`src/rtl/inst_fetch.sv`:
```
// inst_fetch: PC generation, req/ack instruction-memory port, IF/ID register.
// Ports: clk/rst, en/stall, pc_src/branch_taken/rs_data, imem_*, id_*.
module inst_fetch #(
  parameter logic [31:0] PC_RESET = 32'h0000_0000
) (
  input  logic        clk,
  input  logic        rst,
  input  logic        en,
  input  logic        stall,
  input  logic [2:0]  pc_src,
  input  logic        branch_taken,
  input  logic [31:0] rs_data,
  output logic        imem_req,
  output logic [31:0] imem_addr,
  input  logic        imem_ack,
  input  logic [31:0] imem_data,
  output logic [31:0] id_inst,
  output logic [31:0] id_pc,
  output logic [31:0] id_pc_plus4,
  output logic        id_valid
);

  localparam logic [2:0] SRC_JUMP = 3'd1;
  localparam logic [2:0] SRC_JR   = 3'd2;
  localparam logic [2:0] SRC_BEQ  = 3'd3;

  typedef enum logic [1:0] {
    REQ,
    FULL,
    DISCARD
  } state_t;

  state_t      state;
  state_t      state_n;
  logic [31:0] fetch_pc;
  logic [31:0] pend_pc;
  logic [31:0] buf_inst;
  logic [31:0] buf_pc;
  logic        adv;
  logic        take;
  logic        redirect;
  logic [31:0] target;
  logic [31:0] jump_tgt;
  logic [31:0] beq_tgt;

  assign adv       = en & ~stall;
  assign imem_addr = fetch_pc;

  assign jump_tgt = {id_pc_plus4[31:28], id_inst[25:0], 2'b00};
  assign beq_tgt  = id_pc_plus4
                  + {{14{id_inst[15]}}, id_inst[15:0], 2'b00};

  // Codes 4-7 fall to the default and behave as NEXT.
  always_comb begin
    take   = 1'b0;
    target = jump_tgt;
    case (pc_src)
      SRC_JUMP: begin
        take   = 1'b1;
        target = jump_tgt;
      end
      SRC_JR: begin
        take   = 1'b1;
        target = rs_data;
      end
      SRC_BEQ: begin
        take   = branch_taken;
        target = beq_tgt;
      end
      default: begin
        take   = 1'b0;
        target = jump_tgt;
      end
    endcase
  end

  assign redirect = adv & id_valid & take;

  always_ff @(posedge clk) begin
    if (rst) state <= REQ;
    else     state <= state_n;
  end

  // A redirect always implies adv, so ack & ~adv never
  // coincides with a redirect in REQ.
  always_comb begin
    state_n  = state;
    imem_req = 1'b0;
    unique case (state)
      REQ: begin
        imem_req = 1'b1;
        if (redirect && !imem_ack)
          state_n = DISCARD;
        else if (imem_ack && !adv)
          state_n = FULL;
      end
      FULL: begin
        if (adv) state_n = REQ;
      end
      DISCARD: begin
        imem_req = 1'b1;
        if (imem_ack) state_n = REQ;
      end
      default: state_n = REQ;
    endcase
  end

  always_ff @(posedge clk) begin
    if (rst) begin
      fetch_pc <= PC_RESET;
      pend_pc  <= 32'h0;
      buf_inst <= 32'h0;
      buf_pc   <= 32'h0;
    end else begin
      unique case (state)
        REQ: begin
          if (imem_ack && redirect) begin
            fetch_pc <= target;
          end else if (redirect) begin
            pend_pc <= target;
          end else if (imem_ack) begin
            fetch_pc <= fetch_pc + 32'd4;
            if (!adv) begin
              buf_inst <= imem_data;
              buf_pc   <= fetch_pc;
            end
          end
        end
        FULL: begin
          if (redirect) fetch_pc <= target;
        end
        DISCARD: begin
          // The stale response is consumed, then the
          // deferred target is requested.
          if (imem_ack) fetch_pc <= pend_pc;
        end
        default: fetch_pc <= fetch_pc;
      endcase
    end
  end

  // IF/ID register. A redirect squashes whatever would
  // have entered (no delay slot) and leaves a bubble.
  always_ff @(posedge clk) begin
    if (rst) begin
      id_inst     <= 32'h0;
      id_pc       <= 32'h0;
      id_pc_plus4 <= 32'h0;
      id_valid    <= 1'b0;
    end else if (adv) begin
      if (redirect) begin
        id_valid <= 1'b0;
      end else if (state == FULL) begin
        id_inst     <= buf_inst;
        id_pc       <= buf_pc;
        id_pc_plus4 <= buf_pc + 32'd4;
        id_valid    <= 1'b1;
      end else if (state == REQ && imem_ack) begin
        id_inst     <= imem_data;
        id_pc       <= fetch_pc;
        id_pc_plus4 <= fetch_pc + 32'd4;
        id_valid    <= 1'b1;
      end else begin
        id_valid <= 1'b0;
      end
    end
  end

endmodule

```
`config.mk`:
```
export PLATFORM = sky130hd
export DESIGN_NAME = inst_fetch
export DESIGN_NICKNAME = d
export VERILOG_FILES = /design/src/rtl/inst_fetch.sv
export SDC_FILE = /design/constraint.sdc
export NUM_CORES = 1
export LEC_CHECK = 0
export ABC_AREA = 1
export BUFFER_PORTS_ARGS = -buffer_cell sky130_fd_sc_hd__buf_2
export CORE_AREA = 3 3 158 160
export DETAILED_ROUTE_END_ITERATION = 8
export DIE_AREA = 0 0 161 163
export PLACE_DENSITY = 0.79
export REMOVE_ABC_BUFFERS = 1
export SETUP_SLACK_MARGIN = 0.15
export SLEW_MARGIN = 20
export SYNTH_ARGS = -nofsm -noshare
export SYNTH_HDL_FRONTEND = slang
export SYNTH_SLANG_ARGS = --single-unit
export TNS_END_PERCENT = 20
```
`constraint.sdc`:
```
create_clock -name clk -period 2.8 [get_ports clk]
set_input_delay 0.14 -clock clk [delete_from_list [all_inputs] [get_ports clk]]
set_output_delay 0.14 -clock clk [all_outputs]
set_load 0.03 [all_outputs]
```
; After elaboration in Yosys (flattened, before gate mapping)
; Cells that the tools add are included.
[totals]
ff_bits = 227
latchBits = 0
ram_bits = 0
rom_bits = 0
in_bits = 73
output_inout_bits = 130
elab_cells = 69
n_memories = 0
[op_classes]
n_addsub = 3
multipliers = 0
div = 0
order_cmp = 0
n_eq_ne = 11
n_shift = 0
n_mux = 23
n_bitwise = 7
n_reduce_logical = 16
[ops]
columns = cell, n
row1 = $mux 32, 11
row2 = $pmux 32 s3, 1
row3 = $add 32x3->32 const B, 2
row4 = $pmux 32 s2, 1
row5 = $add 32x32->32, 1
row6 = $reduce_and 5->1, 2
row7 = $ne 3x3->1 const B, 3
row8 = $reduce_and 3->1, 3
row9 = $mux 2, 4
row10 = $eq 3x2->1 const B, 2
row11 = $ne 2x2->1 const B, 3
row12 = $pmux 2 s3, 1
row13 = $logic_and 1x1->1, 4
row14 = $mux 1, 4
row15 = $not 1->1, 4
row16 = $reduce_or 2->1, 2
row17 = $and 1x1->1, 3
row18 = $eq 3x1->1 const B, 1
row19 = $reduce_bool 3->1, 1
row20 = $eq 2x1->1 const B, 1
row21 = $eq 2x2->1 const B, 1
row22 = $logic_not 1->1, 2
row23 = $logic_not 2->1, 1
row24 = $pmux 1 s2, 1
row25 = $reduce_bool 2->1, 1

; Depth between registers and ports, before layout
[logic_depth]
ltp_word = 7
mapped_depth = 18
depth_no_buf = 18

; Least setup slack after synthesis
; No wires, ideal clock.
[synth_path]
path_kind = register -> register
from = reg id_inst[15]
to = reg fetch_pc[22], in the netlist imem_addr[22]
setup_ns = 0.132
t_arrival_ns = 2.298
t_required_ns = 2.668
slack_ns = 0.369
stages_incl_launch_ff = 17
n_path_buf = 0
period_less_slack_ns = 2.431
cell_sequence = dfxtp_1 ha_1 nand2_1 inv_1 nand2_1 nand2_1 inv_1 nand2_1 inv_1 nand3_1 or2_2 nand3_1 nand2_1 nand2_1 nand2_1 nand3_1 a21oi_1
[synth_between]
elab_chain_cells = 4
elab_cells_between_ends = 5
cone_classes = add/sub: 1 / mux: 4
[synth_rtl]
columns = element, line_no
row1 = "start, declared", 17  ; output logic [31:0] id_inst,
row2 = "start signal, assigned", 154  ; id_inst <= buf_inst;
row3 = "start signal, assigned", 159  ; id_inst <= imem_data;
row4 = $add 32x32->32 *, 51  ; + {{14{id_inst[15]}}, id_inst[15:0], 2'b00};
row5 = $pmux 32 s2 *, 57  ; case (pc_src)
row6 = "$mux 32, on equally long branches", "130, 117"
row7 = $pmux 32 s3 *, 115  ; unique case (state)
row8 = "end signal, assigned", 118  ; fetch_pc <= target;
row9 = "end signal, assigned", 130  ; if (redirect) fetch_pc <= target;
row10 = "end signal, assigned", 135  ; if (imem_ack) fetch_pc <= pend_pc;
row11 = "end, declared", 35  ; logic [31:0] fetch_pc;
; Every way passes the cells marked *; elsewhere a longest branch is shown, timed or not. The select of a mux whose other input is x is not followed.
; A chain may end at the register's enable or synchronous reset.

; Worst setup path after layout
[layout_path]
from = reg id_inst[15]
to = reg fetch_pc[24], in the netlist imem_addr[24]
; Same word-level chain as after synthesis.

==> results.md <==
GRT:
- The initial antenna violation count is 0.
- Entering global routing, the biggest net connects 73 pins.
- Global routing used a little over a third of the available tracks across all layers.
- The via count of the first global-routing pass is 14200.
- The total overflow left after global routing is 0.
- The first-pass GRT wire length is between 70000 and 80000 um.

Setup path:
- The critical path in this run is classified as register to register.
- The maximum single-stage delay on the critical path is 0.39 ns.
- Counting both buffers and inverters, the worst setup path holds a total of 1.
- The required time at the endpoint of the critical path is 3.19 ns.
- The highest-delay cell along the critical path is sky130_fd_sc_hd__dfxtp_4.
- STA classifies the critical path startpoint as a register.
- The worst setup path is captured at a register.
- The cell type with the highest occurrence count on the critical path is sky130_fd_sc_hd__nand2_1.
- The gate family responsible for the most delay along the worst path is simple AND/OR/NAND/NOR gates.
- In this run the worst path has a maximum fanout of 10.
- STA puts the critical path data arrival time at approximately 3 ns.
- The signal on the critical path passes through buf_4, ha_1, nand2_1, nor2_1, nand2_1, nor2_1, nand2_1, nand3_1, nand2_1, nand3_1, nand2_2, nand2_1, nand2_1, nand3_1, a21oi_1.

Cells and area:
- The repair_antennas step left the layout with diodes totalling 0.
- Of the cells placed in the final design, the portion with a size suffix greater than 1 is between 10% and 20%.
- The synthesis-to-finish area growth is 19.44%.
- Once layout is complete, the cells apart from fillers number 2639.
- The filler cells instantiated in the layout total 2126.
- The number of nets in the final layout is between 2000 and 2500.
- The summed area of non-filler cells in the final layout is 0.01626 sq mm.
- The register area is about 0.0045 sq mm.
- In the final layout, the multi-input gates occupy 0.007709 sq mm.

Power:
- The overall power is 14.86 mW.
- Across the VDD grid, the largest voltage drop is roughly 1100 uV.
- The power per cell area is between 900 and 1000 mW/mm^2.
- The standby leakage power is around 7.5 nW.

Yosys:
- The number of unique standard cell types used by synthesis is 55.
- Summing the sequential cell areas from Yosys gives 33.09% of the chip area.
- The mean area per synthesized cell is 6.440 sq um.
- During synthesis, Yosys emitted a total of 0 warnings.
- For this run, the leading register cell type out of synthesis is sky130_fd_sc_hd__dfxtp_1.
- In this run the biggest area consumer among cell types represents 33.09% of the synthesized area.
- Sorting the synthesized cells by area gives the leading types as sky130_fd_sc_hd__dfxtp_1 33%, sky130_fd_sc_hd__nand2_1 16%, sky130_fd_sc_hd__a21oi_1 7.8%.
- By count the netlist is led by 565 x sky130_fd_sc_hd__nand2_1, 241 x sky130_fd_sc_hd__inv_1, 225 x sky130_fd_sc_hd__dfxtp_1.
- The largest area contributor in the netlist is sky130_fd_sc_hd__dfxtp_1.
- The leading cell type by number of instances after synthesis is sky130_fd_sc_hd__nand2_1.
- The count of mapped cells out of synthesis is 2114.
- Yosys mapped a number of flops with a built-in enable equal to 0.
- Summing every instance area after synthesis gives 0.01361 sq mm.
- The post-synthesis async set-or-reset flop share is 0%.
- After synthesis the netlist holds a flip-flop and latch count of 225.

Die:
- The row count is 56.
- In this run the vertical extent of the chip is about 160 um.
- The starting density of the core is 57.83%.
- The area of the die is 0.02624 sq mm.
- The I/O pin count is approximately 200.
- The x dimension of the die is 161 um.
- The total area inside the core boundary comes to 0.02354 sq mm.

STA:
- For the pin with the worst max-slew slack, the measured transition is 0.8355 ns.
- The portion of the clock cycle consumed by the worst path in the final layout is 91.57%.
- The highest clock rate is 390.0 MHz.
- The worst slew margin relative to its limit is ~44%.
- Final hold analysis gives a worst-case slack of roughly 0.033 ns.
- The final hold violation count is 0.
- The final clock skew is 0.02238 ns.
- The number of slew-limit violations in the final report is 0.
- After layout, the minimum clock period comes to 2.564 ns.
- Setup repair after global routing could not meet its margin everywhere.
- Setup violations remaining at the end of the flow were counted as 0.
- The accumulated negative setup slack is 0 ns.

Clock tree:
- Clock-pin slew was measured on the worst setup and hold paths at 0.06 ns.
- The later-pin clock latency in the skew report is 0.55 ns.
- The depth of the CTS H-tree is 1.
- The CTS tree is built.
- The clock sink count is 225.
- TritonCTS created 25 clock buffers.
- The maximum clock path buffer count is 3.
- CTS placed an instance of sky130_fd_sc_hd__clkbuf_16 at the clock tree root.

Place:
- Counting tap cells, the placed design contains a total of about 2600 instances.
- Summing all placed instances gives a cell area of 0.01498 sq mm.
- At the end of routability-driven placement, the weighted congestion stood at 0.9337.
- Port buffering added 202 buffers.
- The post-detailed-placement half-perimeter wirelength is 33690 um.

Job:
- The reported max-cap violation count is 0.

Outcome:
- The flow ran to the end, and the final reports show no timing, DRC or antenna violations.

Detailed routing:
- The DRC violation total after the first TritonRoute iteration is 1689.
- The count of vias placed by the detailed router is 15230.
- Dividing the detail-routed via count by the number of cells gives 5.772.
- The length of the first detailed-routing pass in iterations is 6.
- The routed wire length is 47600 um.
- In the final routed layout, each cell accounts on average for 18.04 um.
- After detailed routing, the number of remaining DRC violations is 0.
- The count of antenna-violating nets left after detailed routing is 0.

Worst hold path:
- The path class of the lowest-slack min-delay path is input pin to register.
-- layout by cell type, fill, tap and decap left out, drive strengths merged, types with 4 or more instances in the layout --
cell type / instances
nor3: 24
buf: 255
inv: 250
dfxtp: 225
nand3b: 8
xnor2: 7
nor4: 8
and2: 4
dlygate4sd3: 34
o21bai: 10
clkbuf: 33
nand2: 570
or2: 7
o211ai: 27
clkinvlp: 5
xor2: 26
nand3: 110
a21oi: 214
a31oi: 63
a22oi: 35
nand4: 19
clkinv: 4
ha: 34
a211oi: 5
nor2: 93
o21a: 17
o21ai: 217
-- layout make-up --
class                      count  share of cell area, %
timing repair buffer         289                  11.22
inverter                     249                  5.786
tap                          319                  2.455
clock buffer                  33                  4.401
sequential                   225                  27.72
multi-input combinational   1511                  47.41
clock inverter                13                  1.008
-- report_power, final --
part	internal, mW	switching [mW]	total [mW]
registers	3.88	0.883	4.76
clock network	2.09	1.45	3.53
logic	2.02	4.55	6.57
-- registers in the layout, summed over array words and instances (netlist names) --
| name | cells |
|---|---|
| buf_inst | 32 |
| buf_pc | 32 |
| id_inst | 32 |
| id_pc | 32 |
| id_pc_plus4 | 30 |
| id_valid | 1 |
| imem_addr | 32 |
| pend_pc | 32 |
| state | 2 |
-- path summary, 6_finish.rpt --
kind | startpoint | to | slack [ns] | depth (start not counted)
max | id_inst[15] | imem_addr[24] | 0.24 | 15
max reg2reg | id_inst[15] | imem_addr[24] | 0.24 | 15
min reg2reg | buf_inst[16] | buf_inst[16] | 0.45 | 2
min | rs_data[9] | pend_pc[9] | 0.03 | 5
-- repair_timing --
action	in CTS	in global routing
endpoints found under the setup margin	2	29
gates resized for setup	1	11
buffers inserted	0	4
endpoints found under the hold margin	63	0
hold buffers	34	0
pin swaps	0	2
-- stage by stage --
step,util (%),setup WS (ns)
5_1_grt,69.07,0.07979
4_1_cts,68.81,0.1106
2_1_floorplan,-,-3.642
6_report,69.07,0.2362
3_3_place_gp,63.63,0.1805
3_5_place_dp,63.63,0.1328
-- per-layer routing --
layer  track usage (%)  up-vias  part of all wire, %
li1                  -     7392                    -
met1             46.34     7000                   42
met2             58.00      707                   46
met3             4.603      134                  7.7
met4             15.37        0                  4.8
met5                 0        -                    0
-- worst reg2reg max path, stage by stage (launching register included) --
cell,delay (ns)
sky130_fd_sc_hd__dfxtp_4,0.39
sky130_fd_sc_hd__buf_4,0.18
sky130_fd_sc_hd__ha_1,0.36
sky130_fd_sc_hd__nand2_1,0.12
sky130_fd_sc_hd__nor2_1,0.25
sky130_fd_sc_hd__nand2_1,0.14
sky130_fd_sc_hd__nor2_1,0.12
sky130_fd_sc_hd__nand2_1,0.12
sky130_fd_sc_hd__nand3_1,0.12
sky130_fd_sc_hd__nand2_1,0.06
sky130_fd_sc_hd__nand3_1,0.08
sky130_fd_sc_hd__nand2_2,0.08
sky130_fd_sc_hd__nand2_1,0.10
sky130_fd_sc_hd__nand2_1,0.07
sky130_fd_sc_hd__nand3_1,0.14
sky130_fd_sc_hd__a21oi_1,0.09
-- logic make-up (layout without fill, tap and decap cells) --
family / after synthesis / count (layout) / synth area share (%)
XOR/XNOR: 33 / 33 / 2.123
AO/OA/AOI/OAI: 597 / 597 / 24.59
buffers and inverters: 378 / 584 / 10.68
adder cells (fa/ha/maj): 35 / 35 / 3.272
AND/OR/NAND/NOR: 846 / 846 / 26.25
flip-flops: 225 / 225 / 33.09
Note: power is estimated with default switching activity, not from simulation.
